## src/rtl/bp_history_ckpt.sv

```systemverilog
// bp_history_ckpt: speculative/committed global branch history with a fetch-ID checkpoint table.
// Ports:
//   clk, rst                            clock, synchronous active-high reset
//   IN_pred*  / OUT_fetchID, OUT_stall  prediction side: shift outcomes, assign fetch ID, window-full stall
//   OUT_history                         speculative history for the current prediction
//   IN_com*   / OUT_comFetchID          retire oldest in-flight block into the committed history
//   OUT_comHistory                      committed history
//   IN_mispr*                           restore history from a checkpoint plus the resolved outcome
//   IN_flush                            restore history and fetch pointer to the committed state
//   IN_rdFetchID / OUT_rdHist           registered checkpoint read port (1-cycle latency)
module bp_history_ckpt #(
    parameter int HIST_LEN = 16,
    parameter int NUM_BR   = 2,
    parameter int ID_BITS  = 3,
    localparam int CNT_W   = $clog2(NUM_BR + 1)
) (
    input  logic                clk,
    input  logic                rst,
    input  logic                IN_predValid,
    input  logic [CNT_W-1:0]    IN_predBrCnt,
    input  logic                IN_predTakenLast,
    output logic [ID_BITS-1:0]  OUT_fetchID,
    output logic                OUT_stall,
    output logic [HIST_LEN-1:0] OUT_history,
    input  logic                IN_comValid,
    input  logic [CNT_W-1:0]    IN_comBrCnt,
    input  logic                IN_comTakenLast,
    output logic [ID_BITS-1:0]  OUT_comFetchID,
    output logic [HIST_LEN-1:0] OUT_comHistory,
    input  logic                IN_mispr,
    input  logic [ID_BITS-1:0]  IN_misprFetchID,
    input  logic [CNT_W-1:0]    IN_misprBrIdx,
    input  logic                IN_misprTaken,
    input  logic                IN_flush,
    input  logic [ID_BITS-1:0]  IN_rdFetchID,
    output logic [HIST_LEN-1:0] OUT_rdHist
);
    localparam int DEPTH = 1 << ID_BITS;

    // Earlier branches in a block are not-taken, so shifting by n inserts n-1 zeros then the last outcome.
    function automatic logic [HIST_LEN-1:0] shiftHist(input logic [HIST_LEN-1:0] h,
                                                      input logic [CNT_W:0] n, input logic t);
        shiftHist = (n == '0) ? h : ((h << n) | HIST_LEN'(t));
    endfunction

    logic [HIST_LEN-1:0] ckpt [DEPTH];
    logic [ID_BITS-1:0]  fetchPtr, comPtr, inflight, misprOff, comPtrNext;
    logic [HIST_LEN-1:0] comHistNext;
    logic                comDo, misprOk, predAcc;

    assign inflight       = fetchPtr - comPtr;
    assign OUT_stall      = inflight == ID_BITS'(DEPTH - 1);
    assign OUT_fetchID    = fetchPtr;
    assign OUT_comFetchID = comPtr;
    assign comDo          = IN_comValid && inflight != '0;
    assign comHistNext    = comDo ? shiftHist(OUT_comHistory, {1'b0, IN_comBrCnt}, IN_comTakenLast) : OUT_comHistory;
    assign comPtrNext     = comPtr + ID_BITS'(comDo);
    // Offset from the oldest block tells whether the mispredicted ID is still in flight.
    assign misprOff       = IN_misprFetchID - comPtr;
    assign misprOk        = IN_mispr && !IN_flush && misprOff < inflight;
    assign predAcc        = IN_predValid && !OUT_stall && !IN_mispr && !IN_flush;

    always_ff @(posedge clk) begin
        if (rst) begin
            OUT_history    <= '0;
            OUT_comHistory <= '0;
            OUT_rdHist     <= '0;
            fetchPtr       <= '0;
            comPtr         <= '0;
        end else begin
            OUT_comHistory <= comHistNext;
            comPtr         <= comPtrNext;
            OUT_rdHist     <= ckpt[IN_rdFetchID];
            if (IN_flush) begin
                OUT_history <= comHistNext;
                fetchPtr    <= comPtrNext;
            end else if (misprOk) begin
                OUT_history <= shiftHist(ckpt[IN_misprFetchID], {1'b0, IN_misprBrIdx} + (CNT_W+1)'(1), IN_misprTaken);
                fetchPtr    <= IN_misprFetchID + ID_BITS'(1);
            end else if (predAcc) begin
                OUT_history <= shiftHist(OUT_history, {1'b0, IN_predBrCnt}, IN_predTakenLast);
                fetchPtr    <= fetchPtr + ID_BITS'(1);
            end
        end
    end

    // Checkpoint storage has no reset so it can map onto plain RAM.
    always_ff @(posedge clk) begin
        if (!rst && predAcc) ckpt[fetchPtr] <= OUT_history;
    end
endmodule
```

## config.mk

```make
export PLATFORM = sky130hd
export DESIGN_NAME = bp_history_ckpt
export DESIGN_NICKNAME = d
export VERILOG_FILES = /design/src/rtl/bp_history_ckpt.sv
export SDC_FILE = /design/constraint.sdc
export NUM_CORES = 1
export LEC_CHECK = 0
export CAP_MARGIN = 5
export CORE_MARGIN = 5
export CORE_UTILIZATION = 46
export DETAILED_ROUTE_END_ITERATION = 16
export PLACE_DENSITY = 0.69
export SETUP_SLACK_MARGIN = 0.15
export SYNTH_ARGS = -nofsm -noshare
export SYNTH_HDL_FRONTEND = slang
export SYNTH_SLANG_ARGS = --single-unit
```

## constraint.sdc

```tcl
create_clock -name clk -period 4.95 [get_ports clk]
set_input_delay 0.99 -clock clk [delete_from_list [all_inputs] [get_ports clk]]
set_output_delay 0.99 -clock clk [all_outputs]
set_load 0.01 [all_outputs]
```

==> results.sh <==
export IMPL_status="completed"
export IMPL_grt_pass1_vias=6610
export IMPL_cp_required_ns=5.28
export IMPL_synth_nets=730
export IMPL_drcViolationCount=0
export IMPL_fp_coreArea_sq_mm=0.02017
export IMPL_synth_distinct_cells=66
export IMPL_clock_fmax_mhz=262.0
export IMPL_async_flop_share_pct=0
export IMPL_relSlewSlack_pct=30.72
export IMPL_n_antenna_cell=0
export IMPL_layout_drive_gt1_share_pct=17.35
export IMPL_synth_top_family_by_area="multiplexers"
export IMPL_dp_hpwl_microns=17040
export IMPL_synthAdderAreaFrac_pct=1.494
export IMPL_synthCells=699
export IMPL_drtIter0Drc=709
export IMPL_crit_path_start="IN_misprFetchID[1]"
export IMPL_drtPass1Iterations=5
export IMPL_start_util_pct=46.51
export IMPL_ys_seq_area_share_pct=52.49
export IMPL_hold_viol_final=0
export IMPL_synth_area_per_cell_sq_um=13.42
export IMPL_synth_ff_type="edfxtp_1"
export IMPL_worstPathMaxFanout=16
export IMPL_multi_input_area_sq_mm=0.004172
export IMPL_seqCellArea_sq_mm=0.004925
export IMPL_min_from="OUT_comHistory[8]$_SDFF_PP0_"
export IMPL_die_h_microns=152.8
export IMPL_cts_root_buf="clkbuf_16"
export IMPL_gp_congestion=0.9792
export IMPL_num_io_pins=76
export IMPL_clock_skew_final_ns=0.009959
export IMPL_timing_final_crit_share_pct=77.11
export IMPL_ir_worst_vdd_v=0.0002725
export IMPL_htree_levels=4
export IMPL_io_buffers=75
export IMPL_synth_warnings=0
export IMPL_tightest_slew_ns=1.033
export IMPL_cts_num_sinks=182
export IMPL_area_delta_synth_final_pct=16.58
export IMPL_cts_setup_buffers=0
export IMPL_endpoint_kind="flip-flop"
export IMPL_gr_usage_all_layers_pct=21.67
export IMPL_reg2reg_depth=15
export IMPL_synth_edf_count=128
export IMPL_rsz0062_at_grt="false"
export IMPL_dpl_cell_area_sq_mm=0.01042
export IMPL_crit_arrival_ns=4.15
export IMPL_power_density_mw_per_mm2=396.3
export IMPL_vias=6609
export IMPL_ant_nets=0
export IMPL_power_leakage_nw=3.867
export IMPL_cts_hold_buffers_added=0
export IMPL_crit_type="input port to flip-flop"
export IMPL_tns_ns=0
export IMPL_numCtsBuffers=17
export IMPL_viasPerCell=6.306
export IMPL_reg2reg_from="OUT_fetchID[0]$_SDFFE_PP0N_"
export IMPL_synth_compound_area_share_pct=9.549
export IMPL_die_x_microns=152.8
export IMPL_design_area_sq_mm=0.01094
export IMPL_max_clock_path_buffers=2
export IMPL_cap_violations=0
export IMPL_clk_latency_ns=0.42
export IMPL_setup_viol=0
export IMPL_yosys_mux_area_fraction_pct=24.66
export IMPL_synth_xor_area_share_pct=0.5201
export IMPL_synth_area_sq_mm=0.009381
export IMPL_yosys_area_top_type="edfxtp_1"
export IMPL_grt_max_degree=40
export IMPL_finalNetCount=796
export IMPL_period_needed_ns=3.817
export IMPL_synth_top_area_share_pct=40.97
export IMPL_die_area_sq_mm=0.02335
export IMPL_synth_top_cells_by_area="edfxtp_1 (41%), mux4_2 (13%), dfxtp_1 (12%)"
export IMPL_cts_clk_slew_worst_paths_ns=0.07
export IMPL_grt_pass1_wl_microns=39200
export IMPL_grt_remaining_overflow=0
export IMPL_drt_wirelength_per_cell_microns=24.29
export IMPL_cts_tree="yes"
export IMPL_synthSimpleGateAreaFrac_pct=8.029
export IMPL_fill_cells=1648
export IMPL_min_path_cells=2
export IMPL_wl_microns=25460
export IMPL_start_kind="input port"
export IMPL_antenna_found_initial=0
export IMPL_ys_ff_latch=182
export IMPL_post_cts_resized=0
export IMPL_rows=52
export IMPL_worstHoldPathType="flip-flop to flip-flop"
export IMPL_drv_slew=0
## critical path, stage by stage
cell and delay [ns]:
clkdlybuf4s50_1 0.52, fa_1 0.46, xnor2_1 0.15, ha_1 0.19, nor3b_1 0.33, o21a_1 0.53, nand2_1 0.11, o21ai_0 0.14
ha_1 0.22, nor2_1 0.05, o211ai_1 0.09, o211ai_1 0.11, a211oi_1 0.26
## final cells by class
cell class              count  share of cell area [%]
clock inverters            13                  0.7779
clock buffers              19                   3.958
multi-input cells         446                   38.14
flip-flops and latches    182                   45.03
repair buffers             95                   8.214
well taps                 270                   3.089
inverters                  23                  0.7894
## sequential cells by signal, indices dropped and copies added (netlist names)
name,flops
OUT_rdHist,16
OUT_history,16
OUT_comHistory,16
OUT_comFetchID,3
OUT_fetchID,3
ckpt,128
## routing by layer
metal | part of all wire (%) | GRT usage (%) | vias to the layer above
li1 | - | - | 2898
met1 | 42 | 30.33 | 3334
met2 | 47 | 33.95 | 333
met3 | 7.8 | 4.693 | 44
met4 | 2.9 | 7.340 | 0
met5 | 0 | 0 | -
## synth_stat cells (all sizes together) (3+ instances only)
| cell | count |
|---|---|
| o21ai | 16 |
| nand2 | 39 |
| nor4 | 7 |
| nor3 | 11 |
| ha | 8 |
| dfxtp | 54 |
| a221oi | 9 |
| a31oi | 5 |
| inv | 21 |
| mux4 | 67 |
| a311oi | 5 |
| edfxtp | 128 |
| a22oi | 8 |
| nand3 | 9 |
| mux2 | 18 |
| a22o | 3 |
| o22ai | 3 |
| nor2b | 8 |
| buf | 19 |
| o221ai | 6 |
| a21oi | 26 |
| a211oi | 5 |
| clkbuf | 29 |
| mux2i | 56 |
| or3 | 3 |
| nand2b | 10 |
| and2 | 3 |
| o211ai | 10 |
| nor2 | 73 |
## per-stage QoR
stage / power (mW) / utilization (%) / hold slack (ns) / setup WS, ns / cells
floorplan: 2.676 / - / 0.5598 / 0.9223 / 699
global placement: 3.100 / 51.66 / 0.5554 / 0.9487 / 1016
detailed placement: 3.138 / 51.66 / 0.5593 / 0.7843 / 1016
CTS: 4.336 / 54.22 / 0.5741 / 1.201 / 1048
global route: 4.534 / 54.22 / 0.6389 / 0.9804 / 1048
finish: 4.335 / 54.22 / 0.5865 / 1.133 / 1048
## power breakdown
group,internal [mW],switching (mW)
registers,1.78,0.184
clock network,0.639,0.572
logic,0.503,0.656
total,2.92,1.41
## kinds of logic (layout without fill, tap and decap cells)
logic type               count (synthesis)  count (layout)
multiplexers                           141             141
AND/OR/NAND/NOR                        168             168
buffers and inverters                   71             150
AO/OA/AOI/OAI                          123             123
XOR/XNOR                                 4               4
adder cells (fa/ha/maj)                 10              10
flip-flops                             182             182
## worst paths after layout
kind	slack (ns)	endpoint
max reg2reg	1.30	OUT_fetchID[2]$_SDFFE_PP0N_
min	0.59	OUT_comHistory[8]$_SDFF_PP0_
min reg2reg	0.59	OUT_comHistory[8]$_SDFF_PP0_
max	1.13	OUT_fetchID[2]$_SDFFE_PP0N_
## cell usage in the layout (no fill, tap or decap), drive strengths merged, types with 3 or more instances in the layout
master,netlist,final
edfxtp,128,128
nor2,73,73
clkdlybuf4s50,0,72
mux4,67,67
mux2i,56,56
dfxtp,54,54
nand2,39,39
a21oi,26,26
buf,19,23
inv,21,22
clkbuf,29,19
mux2,18,18
o21ai,16,16
clkinv,2,12
nor3,11,11
nand2b,10,10
o211ai,10,10
nand3,9,9
a221oi,9,9
nor2b,8,8
a22oi,8,8
ha,8,8
nor4,7,7
o221ai,6,6
a211oi,5,5
a31oi,5,5
a311oi,5,5
or3,3,3
and2,3,3
a22o,3,3
o22ai,3,3
Power figures use the tool's default switching activity.
